$ cat src/rtl/immgen_pipe_pkg.sv
// Shared RISC-V decode definitions: major opcodes, immediate format enum and
// an XLEN legality helper.
package immgen_pipe_pkg;

   localparam logic [6:0] OP_LOAD     = 7'b0000011;
   localparam logic [6:0] OP_MISC_MEM = 7'b0001111;
   localparam logic [6:0] OP_OPIMM    = 7'b0010011;
   localparam logic [6:0] OP_AUIPC    = 7'b0010111;
   localparam logic [6:0] OP_STORE    = 7'b0100011;
   localparam logic [6:0] OP_OP       = 7'b0110011;
   localparam logic [6:0] OP_LUI      = 7'b0110111;
   localparam logic [6:0] OP_BRANCH   = 7'b1100011;
   localparam logic [6:0] OP_JALR     = 7'b1100111;
   localparam logic [6:0] OP_JAL      = 7'b1101111;
   localparam logic [6:0] OP_SYSTEM   = 7'b1110011;

   typedef enum logic [2:0] {
      IMM_NONE = 3'd0,
      IMM_I    = 3'd1,
      IMM_S    = 3'd2,
      IMM_B    = 3'd3,
      IMM_U    = 3'd4,
      IMM_J    = 3'd5,
      IMM_Z    = 3'd6
   } imm_type_e;

   function automatic bit xlen_ok(input int unsigned xlen);
      return (xlen == 32) || (xlen == 64);
   endfunction

endpackage

$ cat src/rtl/immgen_pipe_if.sv
// Instruction-in / immediate-out stream bundle for immgen_pipe, including the
// decode flush. master drives instructions, slave is the generator.
interface immgen_pipe_if #(
   parameter int XLEN  = 32,
   parameter int TAG_W = 32
);
   import immgen_pipe_pkg::*;

   logic             flush;
   logic             in_valid;
   logic             in_ready;
   logic [31:0]      in_instr;
   logic [TAG_W-1:0] in_tag;
   logic             out_valid;
   logic             out_ready;
   logic [XLEN-1:0]  out_imm;
   imm_type_e        out_type;
   logic             out_illeg;
   logic [TAG_W-1:0] out_tag;

   modport master (
      output flush, in_valid, in_instr, in_tag, out_ready,
      input  in_ready, out_valid, out_imm, out_type, out_illeg, out_tag
   );

   modport slave (
      input  flush, in_valid, in_instr, in_tag, out_ready,
      output in_ready, out_valid, out_imm, out_type, out_illeg, out_tag
   );

endinterface

$ cat src/rtl/immgen_pipe_imm_extract.sv
// Combinational immediate extraction: formats the immediate as a signed 32-bit
// value, then sign-extends to XLEN (zimm is positive, so it zero-extends).
module imm_extract
   import immgen_pipe_pkg::*;
#(
   parameter int XLEN     = 32,
   parameter bit EN_ZICSR = 1'b1
) (
   input  logic [31:0]            instr,
   output logic signed [XLEN-1:0] imm,
   output imm_type_e              imm_type,
   output logic                   illeg
);

   logic signed [31:0] imm32;

   always_comb begin
      imm32    = '0;
      imm_type = IMM_NONE;
      illeg    = 1'b0;
      if (instr[1:0] != 2'b11) begin
         illeg = 1'b1;
      end else begin
         case (instr[6:0])
            OP_OPIMM, OP_LOAD, OP_JALR: begin
               imm_type = IMM_I;
               imm32    = {{20{instr[31]}}, instr[31:20]};
            end
            OP_STORE: begin
               imm_type = IMM_S;
               imm32    = {{20{instr[31]}}, instr[31:25], instr[11:7]};
            end
            OP_BRANCH: begin
               imm_type = IMM_B;
               imm32    = {{20{instr[31]}}, instr[7], instr[30:25], instr[11:8], 1'b0};
            end
            OP_LUI, OP_AUIPC: begin
               imm_type = IMM_U;
               imm32    = {instr[31:12], 12'b0};
            end
            OP_JAL: begin
               imm_type = IMM_J;
               imm32    = {{12{instr[31]}}, instr[19:12], instr[20], instr[30:21], 1'b0};
            end
            OP_SYSTEM: begin
               // funct3[2] selects the immediate CSR forms carrying zimm in rs1
               if (EN_ZICSR && instr[14]) begin
                  imm_type = IMM_Z;
                  imm32    = {27'b0, instr[19:15]};
               end
            end
            OP_OP, OP_MISC_MEM: begin
               imm_type = IMM_NONE;
            end
            default: illeg = 1'b1;
         endcase
      end
   end

   assign imm = XLEN'(imm32);

endmodule

$ cat src/rtl/immgen_pipe.sv
// Registered, handshaked immediate generator: extraction on the input side,
// then a main register plus one skid entry so the block sustains full rate.
module immgen_pipe
   import immgen_pipe_pkg::*;
#(
   parameter int XLEN     = 32,
   parameter int TAG_W    = 32,
   parameter bit EN_ZICSR = 1'b1
) (
   input  logic          clk,
   input  logic          rst_n,
   immgen_pipe_if.slave  bus
);

   logic signed [XLEN-1:0] imm_p0;
   imm_type_e              type_p0;
   logic                   illeg_p0;

   imm_extract #(
      .XLEN     (XLEN),
      .EN_ZICSR (EN_ZICSR)
   ) u_extract (
      .instr    (bus.in_instr),
      .imm      (imm_p0),
      .imm_type (type_p0),
      .illeg    (illeg_p0)
   );

   // ---- stage p0 -> p1: main and skid registers ----
   logic signed [XLEN-1:0] imm_p1, skid_imm_p1;
   imm_type_e              type_p1, skid_type_p1;
   logic                   illeg_p1, skid_illeg_p1;
   logic [TAG_W-1:0]       tag_p1, skid_tag_p1;
   logic                   vld_p1, skid_vld_p1, rdy_p1;

   logic vld_n, skid_vld_n;
   logic main_free, accept;
   logic load_main_in, load_main_skid, load_skid;

   assign main_free = !vld_p1 || bus.out_ready;
   assign accept    = bus.in_valid && rdy_p1 && !bus.flush;

   always_comb begin
      vld_n          = vld_p1;
      skid_vld_n     = skid_vld_p1;
      load_main_in   = 1'b0;
      load_main_skid = 1'b0;
      load_skid      = 1'b0;
      if (bus.flush) begin
         vld_n      = 1'b0;
         skid_vld_n = 1'b0;
      end else if (main_free) begin
         // a full skid implies in_ready was low, so no accept competes here
         if (skid_vld_p1) begin
            load_main_skid = 1'b1;
            vld_n          = 1'b1;
            skid_vld_n     = 1'b0;
         end else if (accept) begin
            load_main_in = 1'b1;
            vld_n        = 1'b1;
         end else begin
            vld_n = 1'b0;
         end
      end else if (accept) begin
         load_skid  = 1'b1;
         skid_vld_n = 1'b1;
      end
   end

   always_ff @(posedge clk or negedge rst_n) begin
      if (!rst_n) begin
         vld_p1      <= 1'b0;
         skid_vld_p1 <= 1'b0;
         rdy_p1      <= 1'b1;
      end else begin
         vld_p1      <= vld_n;
         skid_vld_p1 <= skid_vld_n;
         rdy_p1      <= !skid_vld_n;
      end
   end

   always_ff @(posedge clk or negedge rst_n) begin
      if (!rst_n) begin
         imm_p1   <= '0;
         type_p1  <= IMM_NONE;
         illeg_p1 <= 1'b0;
         tag_p1   <= '0;
      end else if (load_main_skid) begin
         imm_p1   <= skid_imm_p1;
         type_p1  <= skid_type_p1;
         illeg_p1 <= skid_illeg_p1;
         tag_p1   <= skid_tag_p1;
      end else if (load_main_in) begin
         imm_p1   <= imm_p0;
         type_p1  <= type_p0;
         illeg_p1 <= illeg_p0;
         tag_p1   <= bus.in_tag;
      end
   end

   always_ff @(posedge clk) begin
      if (load_skid) begin
         skid_imm_p1   <= imm_p0;
         skid_type_p1  <= type_p0;
         skid_illeg_p1 <= illeg_p0;
         skid_tag_p1   <= bus.in_tag;
      end
   end

   assign bus.in_ready  = rdy_p1;
   assign bus.out_valid = vld_p1;
   assign bus.out_imm   = imm_p1;
   assign bus.out_type  = type_p1;
   assign bus.out_illeg = illeg_p1;
   assign bus.out_tag   = tag_p1;

endmodule

$ cat src/flat_wrapper.sv
// flat-port wrapper written by rule: the top's interface ports become plain ports
module immgen_pipe_flat import immgen_pipe_pkg::*;
#(
   parameter int XLEN     = 32,
   parameter int TAG_W    = 32,
   parameter bit EN_ZICSR = 1'b1
)
  (clk, rst_n, bus_flush, bus_in_valid, bus_in_instr, bus_in_tag, bus_out_ready, bus_in_ready, bus_out_valid, bus_out_imm, bus_out_type, bus_out_illeg, bus_out_tag);
  immgen_pipe_if #(.XLEN(XLEN), .TAG_W(TAG_W)) bus_i ();
  input  logic clk;
  input  logic rst_n;
  input wire logic [$bits(bus_i.flush)-1:0] bus_flush;
  input wire logic [$bits(bus_i.in_valid)-1:0] bus_in_valid;
  input wire logic [$bits(bus_i.in_instr)-1:0] bus_in_instr;
  input wire logic [$bits(bus_i.in_tag)-1:0] bus_in_tag;
  input wire logic [$bits(bus_i.out_ready)-1:0] bus_out_ready;
  output wire logic [$bits(bus_i.in_ready)-1:0] bus_in_ready;
  output wire logic [$bits(bus_i.out_valid)-1:0] bus_out_valid;
  output wire logic [$bits(bus_i.out_imm)-1:0] bus_out_imm;
  output wire logic [$bits(bus_i.out_type)-1:0] bus_out_type;
  output wire logic [$bits(bus_i.out_illeg)-1:0] bus_out_illeg;
  output wire logic [$bits(bus_i.out_tag)-1:0] bus_out_tag;
  assign bus_i.flush = bus_flush;
  assign bus_i.in_valid = bus_in_valid;
  assign bus_i.in_instr = bus_in_instr;
  assign bus_i.in_tag = bus_in_tag;
  assign bus_i.out_ready = bus_out_ready;
  assign bus_in_ready = bus_i.in_ready;
  assign bus_out_valid = bus_i.out_valid;
  assign bus_out_imm = bus_i.out_imm;
  assign bus_out_type = bus_i.out_type;
  assign bus_out_illeg = bus_i.out_illeg;
  assign bus_out_tag = bus_i.out_tag;
  immgen_pipe #(.XLEN(XLEN), .TAG_W(TAG_W), .EN_ZICSR(EN_ZICSR)) u_core (.clk(clk), .rst_n(rst_n), .bus(bus_i));
endmodule
$ cat config.mk
export PLATFORM = sky130hd
export DESIGN_NAME = immgen_pipe_flat
export DESIGN_NICKNAME = d
export VERILOG_FILES = /design/src/rtl/immgen_pipe_pkg.sv /design/src/rtl/immgen_pipe_if.sv /design/src/rtl/immgen_pipe_imm_extract.sv /design/src/rtl/immgen_pipe.sv /design/src/flat_wrapper.sv
export SDC_FILE = /design/constraint.sdc
export NUM_CORES = 1
export LEC_CHECK = 0
export ABC_AREA = 0
export CORE_ASPECT_RATIO = 1.25
export CORE_MARGIN = 4
export CORE_UTILIZATION = 54
export CTS_CLUSTER_SIZE = 8
export DETAILED_ROUTE_END_ITERATION = 8
export PLACE_DENSITY = 0.86
export SYNTH_ARGS = -nofsm -noshare
export SYNTH_HDL_FRONTEND = slang
export SYNTH_SLANG_ARGS = --single-unit
$ cat constraint.sdc
create_clock -name clk -period 9.2 [get_ports clk]
set_clock_uncertainty 0.1 [all_clocks]
set_input_delay 1.84 -clock clk [delete_from_list [all_inputs] [get_ports clk]]
set_output_delay 1.84 -clock clk [all_outputs]
set_load 0.1 [all_outputs]
==> metrics.cfg, run 1 <==
[status]
outcome = finished, final reports clean

[synthesis]
synthMostInstantiatedCell = nand2_1
synth.yosys.warnings = 0
synth_nets = 566
synth-async-reset-ratio_pct = 51.08
syn-cell-area_um2 = 5874
ys_types = 46
synth_top_cell_area_share_pct = 34.76
synth_cells = 497
synth_seq_cells = 139
synth_edf_count = 68
syn_avg_cell_area_um2 = 11.82
synth_flop_cell = dfrtp_1
yosysSeqAreaShare_pct = 65.03
yosysTopAreaCell = edfxtp_1
netlist_top_cells_area = edfxtp_1 (35%), dfrtp_1 (30%), nand2_1 (5.5%)
synth_common_cells = nand2_1 (86), dfrtp_1 (70), edfxtp_1 (68), nor2_1 (30), a31oi_1 (27)

[sta]
final_max_slew_viol_count = 0
holdWs_ns = 0.3698
maxSlewHeadroom_pct = 27.52
setup_viol = 0
finalHoldViolCount = 0
tns_ns = 0
rsz0062_at_grt = no
fmax_mhz = 247.2
tightest_slew_ns = 1.079
fin_crit_ns = 4.045
min_period_over_period_pct = 43.96

[cells_and_area]
area_growth_pct = 34.57
nets = 696
fin_cells = 772
antennaDiodeCount = 0
drive_above_1_share_pct = 7.500
nFillCells = 721

[grt]
grt_usage_pct = 24.66
grt_max_degree = 72
antenna_found_initial = 0
grt_overflow_total = 0
grt_pass1_vias = 4698
grt_pass1_wl_um = 24470

[clocking]
clkTransAtPathRegs_ns = 0.06
cts.sinks = 139
holdBufCountCts = 0
post_cts_resized = 0
cts_made_buffers = 17
htree_levels = 4
cts_tree = yes
post_cts_buffers = 0
clk_path_buf_depth = 2
root_buffer = clkbuf_16
clkLatencyLatePin_ns = 0.41

[min_path]
min_path_type = reg -> reg

[floorplan]
start_util_pct = 55.34
die_area_um2 = 12620
die_w_um = 101.3
rows = 42
die_h_um = 124.6
ios = 139
coreArea_um2 = 10620

[placed_design]
portBuffers = 138
placedCellCount = 740
place_congestion = 0.9189
dpl.hpwl_um = 9929

[drt]
viasPerCell = 5.902
drt-wirelength-per-cell_um = 19.49
routed_wirelength_um = 15050
drc = 0
antenna_left = 0
vias = 4556
first_pass_iters = 5
drtIter0Drc = 319

[critical_path]
cp.arrival_ns = 4.27
cp-end-kind = flop
critPathKind = in -> reg
r2r_setup_slack_ns = 6.65
crit_fanout = 32
worstPathRequired_ns = 9.42
critPathLaunchType = input port

[power]
total_power_mw = 1.893
powerDensity_nw_per_um2 = 239.5
p_leak_nw = 3.359
vdd_drop_max_v = 0.0001538

[run]
maxCapViolCount = 0

-- worst max-delay path, cell delays in order --
cell	delay, ns
clkdlybuf4s50_1	0.59
nor4_4	1.01
buf_4	0.49
nand2_1	0.13
a31oi_1	0.19
-- metal layers --
| layer | GRT usage [%] | share of wire [%] | vias up |
|---|---|---|---|
| met5 | 0 | 0 | - |
| met4 | 7.042 | 1.2 | 0 |
| met3 | 5.714 | 7.6 | 19 |
| met2 | 40.25 | 51 | 198 |
| met1 | 32.85 | 40 | 2242 |
| li1 | - | - | 2097 |
-- area by class of cell --
type,instances,area [um2],area share [%]
timing repair buffer,145,1431,18.11
inverter,8,30.03,0.3799
clock inverter,14,147.6,1.868
multi-input combinational,316,1882,23.80
clock buffer,18,429.2,5.429
sequential,139,3820,48.32
tap,132,165.2,2.089
-- sequential cells by signal (all words and copies together), names as in the netlist --
name	cells
u_core.bus.out_illeg	1
u_core.skid_imm_p1	32
u_core.skid_tag_p1	32
u_core.skid_illeg_p1	1
u_core.bus.out_tag	32
u_core.bus.in_ready	1
u_core.bus.out_type	3
u_core.bus.out_imm	32
u_core.skid_type_p1	3
u_core.bus.out_valid	1
u_core.skid_vld_p1	1
-- placed cells by master, fill, tap and decap left out, types with 3 or more instances in the layout --
cell type / synthesis / final
nor2_1: 30 / 30
a21o_1: 24 / 24
clkbuf_16: 0 / 17
nor2b_1: 14 / 14
a21oi_1: 7 / 7
a22o_1: 20 / 20
a2bb2oi_1: 5 / 5
a211o_1: 10 / 10
o21ai_0: 6 / 6
a22oi_1: 26 / 26
and2_1: 6 / 6
clkdlybuf4s50_1: 0 / 137
nand3b_1: 4 / 4
edfxtp_1: 68 / 68
dfrtp_1: 70 / 70
clkinvlp_4: 0 / 5
clkinv_2: 0 / 3
inv_1: 8 / 8
clkinv_4: 0 / 3
buf_4: 0 / 8
a31oi_1: 27 / 27
nand3_1: 24 / 24
nand2_1: 86 / 86
-- stage by stage --
stage               instance area (um2)  utilization [%]  setup WS (ns)
finish                             7905            74.47          5.155
global route                       7905            74.47          4.909
CTS                                7905            74.47          5.158
detailed placement                 7328            69.04          4.769
global placement                   7328            69.04          4.870
floorplan                          5874                -          1.851
-- cell families (layout without fill, tap and decap cells) --
logic type / Yosys count / in the layout / synth area share [%]
AO/OA/AOI/OAI: 136 / 136 / 17.32
AND/OR/NAND/NOR: 179 / 179 / 14.19
buffers and inverters: 42 / 185 / 3.280
multiplexers: 1 / 1 / 0.1917
flip-flops: 139 / 139 / 65.03
-- where the power goes --
part	switching [mW]	internal, mW	leakage [nW]
sequential	0.0248	0.697	1.49
combinational	0.383	0.128	1.60
clock	0.262	0.399	0.268
total	0.669	1.22	3.36
-- path summary, 6_finish.rpt --
| path | depth (start not counted) | endpoint | startpoint |
|---|---|---|---|
| max reg2reg | 5 | u_core.bus.out_tag[31]$_DFFE_PN0P_ | u_core.bus.in_ready$_DFF_PN1_ |
| min reg2reg | 2 | u_core.bus.out_tag[4]$_DFFE_PN0P_ | u_core.bus.out_tag[4]$_DFFE_PN0P_ |
| min | 2 | u_core.bus.out_tag[4]$_DFFE_PN0P_ | u_core.bus.out_tag[4]$_DFFE_PN0P_ |
| max in group asynchronous | 1 | u_core.bus.out_tag[9]$_DFFE_PN0P_ | rst_n |
| min in group asynchronous | 1 | u_core.bus.out_tag[23]$_DFFE_PN0P_ | rst_n |
| max | 5 | u_core.bus.out_tag[31]$_DFFE_PN0P_ | bus_flush |
No activity file was read; power rests on OpenSTA's default activity.
==> inputs of run 2 (changes only) <==
- CORE_UTILIZATION: 54 -> 45
- PLACE_DENSITY: 0.86 -> 0.76
- clock period: 9.2 -> 3.3 ns (I/O delays scaled with it)
==> run 2 against run 1 <==
Final cell count grew 5.8%. Combinational power grew to 2.7 times the previous value. Sequential share of layout area is essentially flat. Critical path depth is the same. First-iteration DRC count grew 10%. Sequential cell count is the same. Largest power group unchanged. Global-route usage shrank 3.8 points.
==> metrics.cfg, run 2 (synthesis results as in run 1) <==
[critical_path]
slowest_stage = or4_4  ; was nor4_4
cpPeakStageDelay_ns = 0.73  ; was 1.01 ns
cp.arrival_ns = 2.92  ; was 4.27 ns
cp-end-kind = flop  ; unchanged
r2r_setup_slack_ns = 0.77  ; was 6.65 ns
worstReg2RegStart = u_core.bus.in_ready$_DFF_PN1_  ; unchanged
worstPathRequired_ns = 3.54  ; was 9.42 ns
critPathKind = in -> reg  ; unchanged
timing.critical_path.to = u_core.bus.out_imm[7]$_DFFE_PN0P_  ; was u_core.bus.out_tag[31]$_DFFE_PN0P_
rr_endpoint = u_core.bus.out_imm[7]$_DFFE_PN0P_  ; was u_core.bus.out_tag[31]$_DFFE_PN0P_
startpoint = bus_in_valid  ; was bus_flush
worst_r2r_path_depth = 4  ; was 5
crit_fanout = 31  ; was 32
critPathLaunchType = input port  ; unchanged
path_cells = clkdlybuf4s50_1 > nand2_1 > or4_4 > a21oi_1 > a21o_1  ; was clkdlybuf4s50_1 > nor4_4 > buf_4 > nand2_1 > a31oi_1

[clocking]
clk_path_buf_depth = 2  ; unchanged
root_buffer = clkbuf_16  ; unchanged
post_cts_resized = 0  ; unchanged
holdBufCountCts = 0  ; unchanged
cts_made_buffers = 17  ; unchanged
post_cts_buffers = 0  ; unchanged
clkTransAtPathRegs_ns = 0.05  ; was 0.06 ns
cts_tree = yes  ; unchanged
htree_levels = 4  ; unchanged
cts.sinks = 139  ; unchanged
clkLatencyLatePin_ns = 0.40  ; was 0.41 ns

[placed_design]
portBuffers = 138  ; unchanged
pre_cts_ws_ns = 0.2283  ; was 4.769 ns
placedCellCount = 785  ; was 740
dpl.hpwl_um = 10340  ; was 9929 um
place_congestion = 0.8427  ; was 0.9189
placed_cell_area_um2 = 7302  ; was 7328 um2

[sta]
rsz0062_at_grt = no  ; unchanged
holdWs_ns = 0.2924  ; was 0.3698 ns
min_period_over_period_pct = 81.24
setup_viol = 0  ; unchanged
fmax_mhz = 373.0
finalHoldViolCount = 0  ; unchanged
final_max_slew_viol_count = 0  ; unchanged
maxSlewHeadroom_pct = 37.60  ; was 27.52%
tns_ns = 0  ; unchanged
setup_slack_ns = 0.6190  ; was 5.155 ns
tightest_slew_ns = 0.9360  ; was 1.079 ns
fin_crit_ns = 2.681

[power]
switchingPower_mw = 1.823  ; was 0.6693 mW
p_leak_nw = 3.546  ; was 3.359 nW
powerDensity_nw_per_um2 = 674.1  ; was 239.5 nW/um2
p_seq_share_pct = 37.8  ; was 38.1%
internal_power_mw = 3.513  ; was 1.224 mW
clock_power_share_pct = 36.1  ; was 34.9%
power_frac_comb_pct = 26.1  ; was 27.0%
vdd_drop_max_v = 0.0004219  ; was 0.0001538 V
total_power_mw = 5.336  ; was 1.893 mW
p_sw_share_pct = 34.16  ; was 35.36%

[cells_and_area]
layout_commonest_cell = nand2_1  ; was clkdlybuf4s50_1
area_growth_pct = 34.74  ; was 34.57%
drive_above_1_share_pct = 19.72  ; was 7.500%
final_core_util_pct = 62.23  ; was 74.47%
nets = 705  ; was 696
final_cell_mix = nand2_1 (86), buf_4 (85), dfrtp_1 (69)  ; was clkdlybuf4s50_1 (137), nand2_1 (86), dfrtp_1 (70)
antennaDiodeCount = 0  ; unchanged
stdcell_area_um2 = 7915  ; was 7905 um2
fin_cells = 817  ; was 772

[floorplan]
coreArea_um2 = 12720  ; was 10620 um2
rows = 46  ; was 42
ios = 139  ; unchanged
die_w_um = 110.2  ; was 101.3 um
die_area_um2 = 14960  ; was 12620 um2
start_util_pct = 46.18  ; was 55.34%
die_h_um = 135.7  ; was 124.6 um

[grt]
grt_pass1_vias = 4566  ; was 4698
antenna_found_initial = 0  ; unchanged
grt_usage_pct = 20.90  ; was 24.66%
grt_max_degree = 72  ; unchanged
grt_pass1_wl_um = 23860  ; was 24470 um
grt_overflow_total = 0  ; unchanged

[drt]
drtIter0Drc = 351  ; was 319
antenna_left = 0  ; unchanged
vias = 4610  ; was 4556
drc = 0  ; unchanged
drt-wirelength-per-cell_um = 19.01  ; was 19.49 um
viasPerCell = 5.643  ; was 5.902
first_pass_iters = 7  ; was 5
routed_wirelength_um = 15530  ; was 15050 um

[min_path]
min_path_type = in -> async  ; was reg -> reg

[run]
maxCapViolCount = 0  ; unchanged

[status]
outcome = finished, final reports clean  ; unchanged

## run 2: cell count changes in the layout (fill, tap and decap cells not counted), moves of 2 or more
cell	previous run	this run
clkbuf_8	0	3
buf_12	0	2
clkdlybuf4s50_1	137	67
buf_4	8	85
clkinvlp_4	5	2
## run 2: worst min path at each step
stage	from	endpoint	slack (ns)	cells past startpoint
after floorplan	rst_n	u_core.bus.out_illeg$_DFFE_PN0P_	0.26	0
after global placement	u_core.bus.out_tag[13]$_DFFE_PN0P_	u_core.bus.out_tag[13]$_DFFE_PN0P_	0.36	2
after detailed placement	u_core.bus.out_tag[13]$_DFFE_PN0P_	u_core.bus.out_tag[13]$_DFFE_PN0P_	0.36	2
after CTS	rst_n	u_core.bus.out_imm[16]$_DFFE_PN0P_	0.33	1
after global routing	rst_n	u_core.bus.out_tag[19]$_DFFE_PN0P_	0.35	1
final	rst_n	u_core.bus.out_tag[18]$_DFFE_PN0P_	0.29	1
## run 2: worst max-delay path, delay by kind of cell
family	cells	cell delay, ns
AO/OA/AOI/OAI	2	0.86
buffers and inverters	1	0.50
AND/OR/NAND/NOR	2	0.89
## run 2: per-layer routing
layer	wire (um)	GRT usage, %	vias to the layer above
met5	0	0	-
met4	340	6.913	0
met3	1277	5.007	26
met2	7787	35.05	227
met1	6125	26.49	2246
li1	-	-	2111
## run 2: final cells by class
cell class              instances  area, um2
flip-flops and latches        139       3825
inverters                       8      30.03
clock buffers                  21      470.5
clock inverters                11      142.6
repair buffers                154       1349
fillers                      1019       4805
multi-input cells             316       1888
well taps                     168      210.2
## run 2: power groups by stage
stage          clock network, mW  registers [mW]  logic [mW]
6_report                    1.93            2.02        1.39
5_1_grt                     2.06            2.03        1.45
4_1_cts                     1.96            2.02        1.40
3_5_place_dp                   0            2.05        1.40
3_3_place_gp                   0            2.04        1.38
2_1_floorplan                  0            2.84       0.209
